`config.mk`:
```
export PLATFORM = sky130hd
export DESIGN_NAME = decode_stage
export DESIGN_NICKNAME = d
export VERILOG_FILES = /design/src/rtl/decode_stage.sv
export SDC_FILE = /design/constraint.sdc
export NUM_CORES = 2
export LEC_CHECK = 0
export ABC_AREA = 1
export CAP_MARGIN = 10
export CELL_PAD_IN_SITES_DETAIL_PLACEMENT = 2
export CELL_PAD_IN_SITES_GLOBAL_PLACEMENT = 2
export CORE_MARGIN = 4
export CORE_UTILIZATION = 29
export CTS_CLUSTER_DIAMETER = 80
export DETAILED_ROUTE_END_ITERATION = 12
export PLACE_DENSITY_LB_ADDON = 0.1
export RECOVER_POWER = 25
export SLEW_MARGIN = 20
export SYNTH_ARGS = -nofsm -noshare
export SYNTH_HDL_FRONTEND = slang
export SYNTH_SLANG_ARGS = --single-unit
```
`constraint.sdc`:
```
create_clock -name clk -period 48.6 [get_ports clk]
set_input_delay 12.15 -clock clk [delete_from_list [all_inputs] [get_ports clk]]
set_output_delay 12.15 -clock clk [all_outputs]
set_load 0.05 [all_outputs]
```
`src/rtl/decode_stage.sv`:
```
// ---------------------------------------------------------------------------
// decode_stage : ID stage of the MIPS R2000 pipeline (sits right after IF).
//
//   clk, rst                  clock / asynchronous active-high reset
//   pc_in, inst_in            instruction in ID and its PC (inst 0 = nop)
//   wb_we, wb_addr, wb_data   register-file write-back port
//   ex_mem_read, ex_rt        load currently in EX and its destination
//   hold_pc, hold_if          load-use stall request back to IF
//   br, pc_branch             taken beq/bne/j and its target
//   except, epc               illegal opcode / syscall, PC of that instruction
//   id_*                      registered ID/EX pipeline word (id_valid=0 -> bubble)
// ---------------------------------------------------------------------------
module decode_stage #(
   parameter  int NREG   = 32,
   parameter  int DATA_W = 32,
   localparam int AW     = $clog2(NREG)
) (
   input  logic              clk,
   input  logic              rst,
   input  logic [DATA_W-1:0] pc_in,
   input  logic [31:0]       inst_in,
   input  logic              wb_we,
   input  logic [AW-1:0]     wb_addr,
   input  logic [DATA_W-1:0] wb_data,
   input  logic              ex_mem_read,
   input  logic [AW-1:0]     ex_rt,
   output logic              hold_pc,
   output logic              hold_if,
   output logic              br,
   output logic [DATA_W-1:0] pc_branch,
   output logic              except,
   output logic [DATA_W-1:0] epc,
   output logic              id_valid,
   output logic [DATA_W-1:0] id_pc,
   output logic [DATA_W-1:0] id_rs_data,
   output logic [DATA_W-1:0] id_rt_data,
   output logic [DATA_W-1:0] id_imm,
   output logic [AW-1:0]     id_rs,
   output logic [AW-1:0]     id_rt,
   output logic [AW-1:0]     id_rd,
   output logic [5:0]        id_opcode,
   output logic [5:0]        id_funct
);

   typedef enum logic {NORMAL = 1'b0, SQUASH = 1'b1} state_t;

   typedef struct packed {
      logic              valid;
      logic [DATA_W-1:0] pc;
      logic [DATA_W-1:0] rs_data;
      logic [DATA_W-1:0] rt_data;
      logic [DATA_W-1:0] imm;
      logic [AW-1:0]     rs;
      logic [AW-1:0]     rt;
      logic [AW-1:0]     rd;
      logic [5:0]        opcode;
      logic [5:0]        funct;
   } idex_t;

   state_t                        state_q, state_d;
   logic [NREG-1:0][DATA_W-1:0]   rf_q, rf_d;
   idex_t                         idex_q, idex_d;
   logic [DATA_W-1:0]             epc_q, epc_d;

   // instruction fields
   logic [5:0]        opcode, funct;
   logic [AW-1:0]     rs, rt, rd;
   logic [DATA_W-1:0] imm_sext;
   assign opcode   = inst_in[31:26];
   assign rs       = inst_in[25:21];
   assign rt       = inst_in[20:16];
   assign rd       = inst_in[15:11];
   assign funct    = inst_in[5:0];
   assign imm_sext = {{(DATA_W-16){inst_in[15]}}, inst_in[15:0]};

   // register file: next state, $0 never written
   always_comb begin
      rf_d = rf_q;
      if (wb_we && wb_addr != '0)
         rf_d[wb_addr] = wb_data;
      rf_d[0] = '0;
   end

   // write-first reads so a same-cycle write-back is seen by ID
   logic [DATA_W-1:0] rs_data, rt_data;
   assign rs_data = (rs == '0) ? '0 :
                    (wb_we && wb_addr == rs) ? wb_data : rf_q[rs];
   assign rt_data = (rt == '0) ? '0 :
                    (wb_we && wb_addr == rt) ? wb_data : rf_q[rt];

   // opcode classification
   logic legal, uses_rt, is_j, is_beq, is_bne;
   always_comb begin
      legal   = 1'b0;
      uses_rt = 1'b0;
      case (opcode)
         6'h00: begin
            legal   = (funct != 6'h0C);   // syscall traps
            uses_rt = 1'b1;
         end
         6'h04, 6'h05, 6'h2B: begin
            legal   = 1'b1;
            uses_rt = 1'b1;
         end
         6'h02, 6'h08, 6'h09, 6'h0C, 6'h0D, 6'h0F, 6'h23: legal = 1'b1;
         default: legal = 1'b0;
      endcase
   end
   assign is_j   = (opcode == 6'h02);
   assign is_beq = (opcode == 6'h04);
   assign is_bne = (opcode == 6'h05);

   // hazard / branch / exception, in priority order
   logic normal, except_c, stall_c, br_c, ops_eq;
   assign normal   = (state_q == NORMAL);
   assign ops_eq   = (rs_data == rt_data);
   assign except_c = normal && !legal;
   assign stall_c  = normal && legal && ex_mem_read && (ex_rt != '0) &&
                     ((ex_rt == rs) || (uses_rt && ex_rt == rt));
   assign br_c     = normal && legal && !stall_c &&
                     (is_j || (is_beq && ops_eq) || (is_bne && !ops_eq));

   logic [DATA_W-1:0] pc_plus4, b_target, j_target;
   assign pc_plus4 = pc_in + DATA_W'(4);
   assign b_target = pc_plus4 + {imm_sext[DATA_W-3:0], 2'b00};
   assign j_target = {pc_plus4[DATA_W-1:DATA_W-4], inst_in[25:0], 2'b00};

   // combinational outputs are held low for the whole of reset
   assign hold_pc   = !rst && stall_c;
   assign hold_if   = !rst && stall_c;
   assign except    = !rst && except_c;
   assign br        = !rst && br_c;
   assign pc_branch = (!rst && br_c) ? (is_j ? j_target : b_target) : '0;

   // next-state logic for FSM, ID/EX word and EPC
   always_comb begin
      state_d = NORMAL;
      if (normal && except_c)
         state_d = SQUASH;

      epc_d = except_c ? pc_in : epc_q;

      // anything that is not a clean NORMAL issue becomes a zeroed bubble
      idex_d = '0;
      if (normal && !except_c && !stall_c) begin
         idex_d.valid   = 1'b1;
         idex_d.pc      = pc_in;
         idex_d.rs_data = rs_data;
         idex_d.rt_data = rt_data;
         idex_d.imm     = imm_sext;
         idex_d.rs      = rs;
         idex_d.rt      = rt;
         idex_d.rd      = rd;
         idex_d.opcode  = opcode;
         idex_d.funct   = funct;
      end
   end

   always_ff @(posedge clk or posedge rst) begin
      if (rst) begin
         state_q <= NORMAL;
         rf_q    <= '0;
         idex_q  <= '0;
         epc_q   <= '0;
      end else begin
         state_q <= state_d;
         rf_q    <= rf_d;
         idex_q  <= idex_d;
         epc_q   <= epc_d;
      end
   end

   assign epc        = epc_q;
   assign id_valid   = idex_q.valid;
   assign id_pc      = idex_q.pc;
   assign id_rs_data = idex_q.rs_data;
   assign id_rt_data = idex_q.rt_data;
   assign id_imm     = idex_q.imm;
   assign id_rs      = idex_q.rs;
   assign id_rt      = idex_q.rt;
   assign id_rd      = idex_q.rd;
   assign id_opcode  = idex_q.opcode;
   assign id_funct   = idex_q.funct;

endmodule
```
### Word level (Yosys, flattened, before mapping)

Index checks and enable logic that the tools add are counted.
W data, S select, Z words.

* flip-flop bits (word level): 1181
* output and inout port bits: 224
* word-level logic and storage cells: 118

* add/subtract/negate cells: 2
* order comparisons: 4
* equality and inequality tests: 16
* multiplexer cells: 17
* bitwise gates (word level): 1
* reduce and logical (&&, ||, !) cells: 35

Operators by type and width (count)
* $bwmux W1024: 1
* $bmux W32 S5: 2
* $mux W32: 9
* $demux W32 S5: 1
* $mux W156: 1
* $add A32 B3 Y32 const B: 1
* $add A32 B32 Y32: 1
* $eq A32 B32 Y1: 1
* $eq A6 B4 Y1 const B: 5
* $eq A5 B5 Y1: 4
* $logic_and A1 B1 Y1: 20
* $lt A5 B6 Y1 const B: 3
* $eq A6 B3 Y1 const B: 2
* $eq A6 B6 Y1 const B: 2
* $logic_not A5 Y1: 2
* $reduce_bool A5 Y1: 2
* $reduce_or A10 Y1: 1
* $eq A6 B2 Y1 const B: 1
* $logic_not A6 Y1: 1
* $ne A6 B4 Y1 const B: 1
* $ge A5 B1 Y1 const B: 1
* $logic_not A1 Y1: 5
* $reduce_or A4 Y1: 1
* $logic_or A1 B1 Y1: 3
* 3 further kinds: 4

### Depth between registers and ports, before layout

* depth in word-level cells: 12
* gate-level depth with buffers: 28
* depth with buffers taken out: 27

### Worst setup path before layout

OpenSTA, ideal clock, no wires.

* path type: input port to output port
* from: input rst
* to: output pc_branch[24]
* arrival: 37696 ps
* path slack: -1246 ps
* stages on the path: 6
* path through: inv_1 -> nand2_1 -> inv_1 -> nand2_1 -> buf_4 -> nor2_1

* word-level cells in the longest chain between the ends: 3

Ends and longest elaborated chain
* from (decl): line 19 `input logic rst,`
* $logic_not A1 Y1 (no source line)
* $logic_and A1 B1 Y1: line 133 `assign pc_branch = (!rst && br_c) ? (is_j ? j_target : b_target) : '0;`
* $mux W32: line 133
* to (decl): line 30 `output logic [DATA_W-1:0] pc_branch,`

No other way between the ends.

### Worst setup path in the final report

* from: input inst_in[16]
* to: output pc_branch[5]

* word-level cells in the longest chain between the ends: 11
* elaborated cells between the ends (all ways): 22
* classes of those cells: 3 x eq/ne; 5 x mux; 14 x reduce/logical

Ends and longest elaborated chain
* from (decl): line 21 `input logic [31:0] inst_in,`
* $bmux W32 S5 or $eq A5 B5 Y1 (tied branches): line 89 `(wb_we && wb_addr == rt) ? wb_data : rf_q[rt];`
* $mux W32 (not written as such) or $logic_and A1 B1 Y1 (tied branches): line 89
* $mux W32: line 89
* $mux W32: line 88 `assign rt_data = (rt == '0) ? '0 :`
* $eq A32 B32 Y1: line 116 `assign ops_eq = (rs_data == rt_data);`
* $logic_and A1 B1 Y1 or $logic_not A1 Y1 (tied branches): line 121 `(is_j || (is_beq && ops_eq) || (is_bne && !ops_eq));`
* $logic_or A1 B1 Y1 or $logic_and A1 B1 Y1 (tied branches): line 121
* $logic_or A1 B1 Y1: line 121
* $logic_and A1 B1 Y1 (*): line 120 `assign br_c = normal && legal && !stall_c &&`
* $logic_and A1 B1 Y1 (*): line 133
* $mux W32 (*): line 133

Every way passes the cells marked *; elsewhere a longest branch is shown, timed or not. The select of a mux whose other input is x is not followed.

==> metrics.md <==
| Metric | Value |
|---|---|
| Reg2reg start | state_q$_DFF_PP0_ |
| Compound-Gate Fraction of Synth Area | 16.52% |
| Gpl congestion | 0.8334 |
| Num Clock Sinks | 1,154 |
| VDD IR max | 0.00002638 V |
| Worst R2R Setup Slack | approximately 45 ns |
| Fmax | 31.83 MHz |
| First-pass GRT wire length | approximately 530 mm |
| RSZ-0062 raised after global routing | no |
| Hold/Removal Path Class | reg -> reg |
| Crit Path Class | in -> out |
| Iter 0 DRT Violations | between 5,000 and 6,000 |
| Worst path required time | 36.45 ns |
| Via count | 68,480 |
| Hold_ws | 0.4688 ns |
| Vias per inst | ~5.5 |
| CP arrival | 19.27 ns |
| Final WL | 367.1 mm |
| Final hold vios | 0 |
| Share of cells above drive strength 1 | roughly 5.2% |
| Total negative slack | 0 ns |
| Pre-antenna DRT Iters | 6 |
| CTS tree | done |
| GRT Util Overall | 30.68% |
| Critical Path Slowest Stage Cell | clkdlybuf4s50_1 |
| Tcrit/Tclk final | 64.64% |
| Num rows | 174 |
| Area contributors post-synth | dfrtp_1, nand2_1, o21ai_0 |
| Slew @ Worst Pin | 5.317 ns |
| Mux share of post-synthesis cell area | 0.01526% |
| WL per Instance | 29.47 µm |
| CTS root buf | clkbuf_16 |
| Vias in the first global route | 71,630 |
| Critical Path Start Type | primary input |
| Critical-path cell list | buf_8 > inv_6 > nor2_4 > buf_4 > buf_4 > inv_1 > o21ai_0 > nand2_1 > nand2_1 > nor2_1 > nand2_1 > nand2_1 > a21oi_1 > nand2_1 > nand2_1 > nand2_1 > nor2_1 > nand2_1 > nor2_1 > nand3_1 > nand3_2 > nand2_2 > nor2_1 > clkdlybuf4s50_1 |
| WP depth | 24 |
| CP delay by family, top | buffers and inverters |
| DIE AREA | around 230,000 µm² |
| Setup Buffers After CTS | 0 |
| CTS Buf Count | between 150 and 200 |
| I/O pins | 334 |
| Adder-cell area share of the yosys netlist | less than 1% |
| Post-Synth XOR/XNOR Area | 0.6142% |
| Cell taking the most area after synthesis | dfrtp_1 |
| Sequential area share after synthesis | 44.02% |
| Max-Slew Margin vs Limit | -254.5% |
| H-Tree Depth | 4 |
| Height of the die | 483.6 µm |
| Mapped Cells | 9,403 |
| Hold path depth | 2 |
| Commonest non-fill, non-tap cell in the layout | nand2_1 |
| Worst Path Buf+Inv | 6 |
| Largest net degree at the start of global routing | approximately 160 |
| Critical Path Max Stage Delay | 0.86 ns |
| Fill cells | 26,220 |
| FF/Latch Area | approximately 29,000 µm² |
| CTS resizes | 0 |
| Initial core utilization | slightly below 30% |
| Combinational family with the most area after synthesis | simple AND/OR/NAND/NOR gates |
| Hpwl dp | 225.3 mm |
| Most frequent cells in the layout | nand2_1, dfrtp_1, o21ai_0, inv_1, nand3_1 |
| Clock Skew | between 0.02 and 0.03 ns |
| Max-Cap Viols | 18 |
| Simple-Gate Fraction of Synth Area | 28.35% |
| Hold_buf cts | 0 |
| R2R cell count | 7 |
| Hold Crit Start | epc[7]$_DFFE_PP0P_ |
| Library cells used by synthesis | 47 |
| Global route total overflow | 0 |
| Core region area | approximately 220,000 µm² |
| FF+latch count, synth | 1,154 |
| Post-layout util | between 30% and 40% |
| Multi-input gate area | 30,410 µm² |
| Failing checks | max-capacitance violations, max-slew violations |
| Routed Antenna Nets | 0 |
| PD cells | roughly 42 nW/µm² |
| RR Endpoint | id_rs_data[4]$_DFF_PP0_ |
| Mapped cell area | about 66,000 µm² |
| Post-Syn Area per Cell | ~7.0 µm² |
| Post-synth top area share | 44.02% |
| P&R area growth vs syn | 16.21% |
| Endpoint with the worst hold slack | epc[7]$_DFFE_PP0P_ |
| Lkg Pwr | about 0.037 µW |
| Clock buffer depth | 3 |
| Fin. max-slew vios | 815 |
| CP endpoint kind | output pin |
| Most frequent CP cell | nand2_1 |
| Outcome | finished with violations |
| Synth warn | 0 |
| Reg clk slew, reported paths | 0.06 ns |
| Critical Path Fanout Max | 82 |
| Final setup violation count | 0 |
| Die span in x | around 480 µm |
| Final min period | roughly 31 ns |
| Synthesized Nets | 9,544 |
| Initial antenna violation count | 46 |
| Final #Nets | 9,461 |
| Port bufs | about 330 |
| Clk_lat worst skew | 0.82 ns |
| Number of remaining DRC errors | 0 |
==> cells by family (layout without fill, tap and decap cells) <==
kind of cell | after synthesis | in the layout
buffers and inverters | 1595 | 1638
AO/OA/AOI/OAI | 1963 | 1963
AND/OR/NAND/NOR | 4612 | 4612
multiplexers | 1 | 1
adder cells (fa/ha/maj) | 31 | 31
flip-flops | 1154 | 1154
other | 1 | 20
XOR/XNOR | 46 | 46
==> through the flow <==
step | area (µm²) | worst slack [ns] | std cells | total power [µW]
final | 76230 | 17.18 | 12460 | 3206
after global routing | 76190 | 16.82 | 12440 | 3381
after CTS | 76400 | 17.18 | 12440 | 3232
after detailed placement | 71050 | 17.21 | 12150 | 1985
after global placement | 71030 | 16.96 | 12150 | 1950
after floorplan | 65600 | 6.823 | 9403 | 1708
==> sequential cells by signal, summed over array words and instances (netlist names) <==
signal,cells
id_pc,32
id_valid,1
id_rd,4
rf_q,992
id_rt_data,32
id_rs,5
id_funct,5
state_q,1
id_opcode,6
id_imm,7
id_rt,5
epc,32
id_rs_data,32
==> power by group <==
group | switching, µW | internal [µW] | total, µW
logic | 510 | 216 | 726
registers | 112 | 1140 | 1250
clock network | 496 | 735 | 1230
total | 1120 | 2090 | 3210
==> synth_stat cells (all sizes together) <==
master and number:
fa 1, o21bai 2, o22ai 5, a21boi 2
mux2i 1, ha 30, nor4 5, clkinv 7
nor3 30, xor2 36, conb 1, o41ai 1
xnor2 10, a31oi 6, nand2 3324, or2 28
dfrtp 1154, o211ai 374, a21oi 432, nand3 814
inv 858, a211oi 1, clkbuf 371, o221ai 1
a32oi 1, buf 359, nand3b 3, o21a 4
a221oi 2, nor4b 1, a21o 5, nor2 381
o31ai 1, or4 1, o21ai 1124, o311ai 2
nand4 25
==> per-layer routing <==
layer  vias to the layer above  track usage, %  wire length [µm]
li1                      30090               -                 -
met5                         -               0                96
met1                     35940           42.02            166300
met3                       494           4.936             21510
met2                      1937           49.67            167600
met4                        16           9.382             11600
==> tightest hold or removal path, delay by kind of cell, from the launching register on <==
family | cells | cell delay [ns]
flops | 1 | 0.34
simple gates | 2 | 0.09
==> worst max-delay path by stage <==
stage                               end         from
after floorplan           pc_branch[16]          rst
after global placement    pc_branch[14]  inst_in[16]
after detailed placement   pc_branch[5]  inst_in[16]
after CTS                  pc_branch[5]  inst_in[16]
after global routing       pc_branch[5]  inst_in[16]
final                      pc_branch[5]  inst_in[16]
==> final cells by class <==
type	count	share of cell area, %
inverter	865	4.302
timing repair buffer	487	5.929
multi-input combinational	6654	39.89
clock inverter	57	0.9110
tap	2992	4.911
clock buffer	229	6.111
antenna	19	0.06237
sequential	1154	37.88
Note: power is estimated with default switching activity, not from simulation.
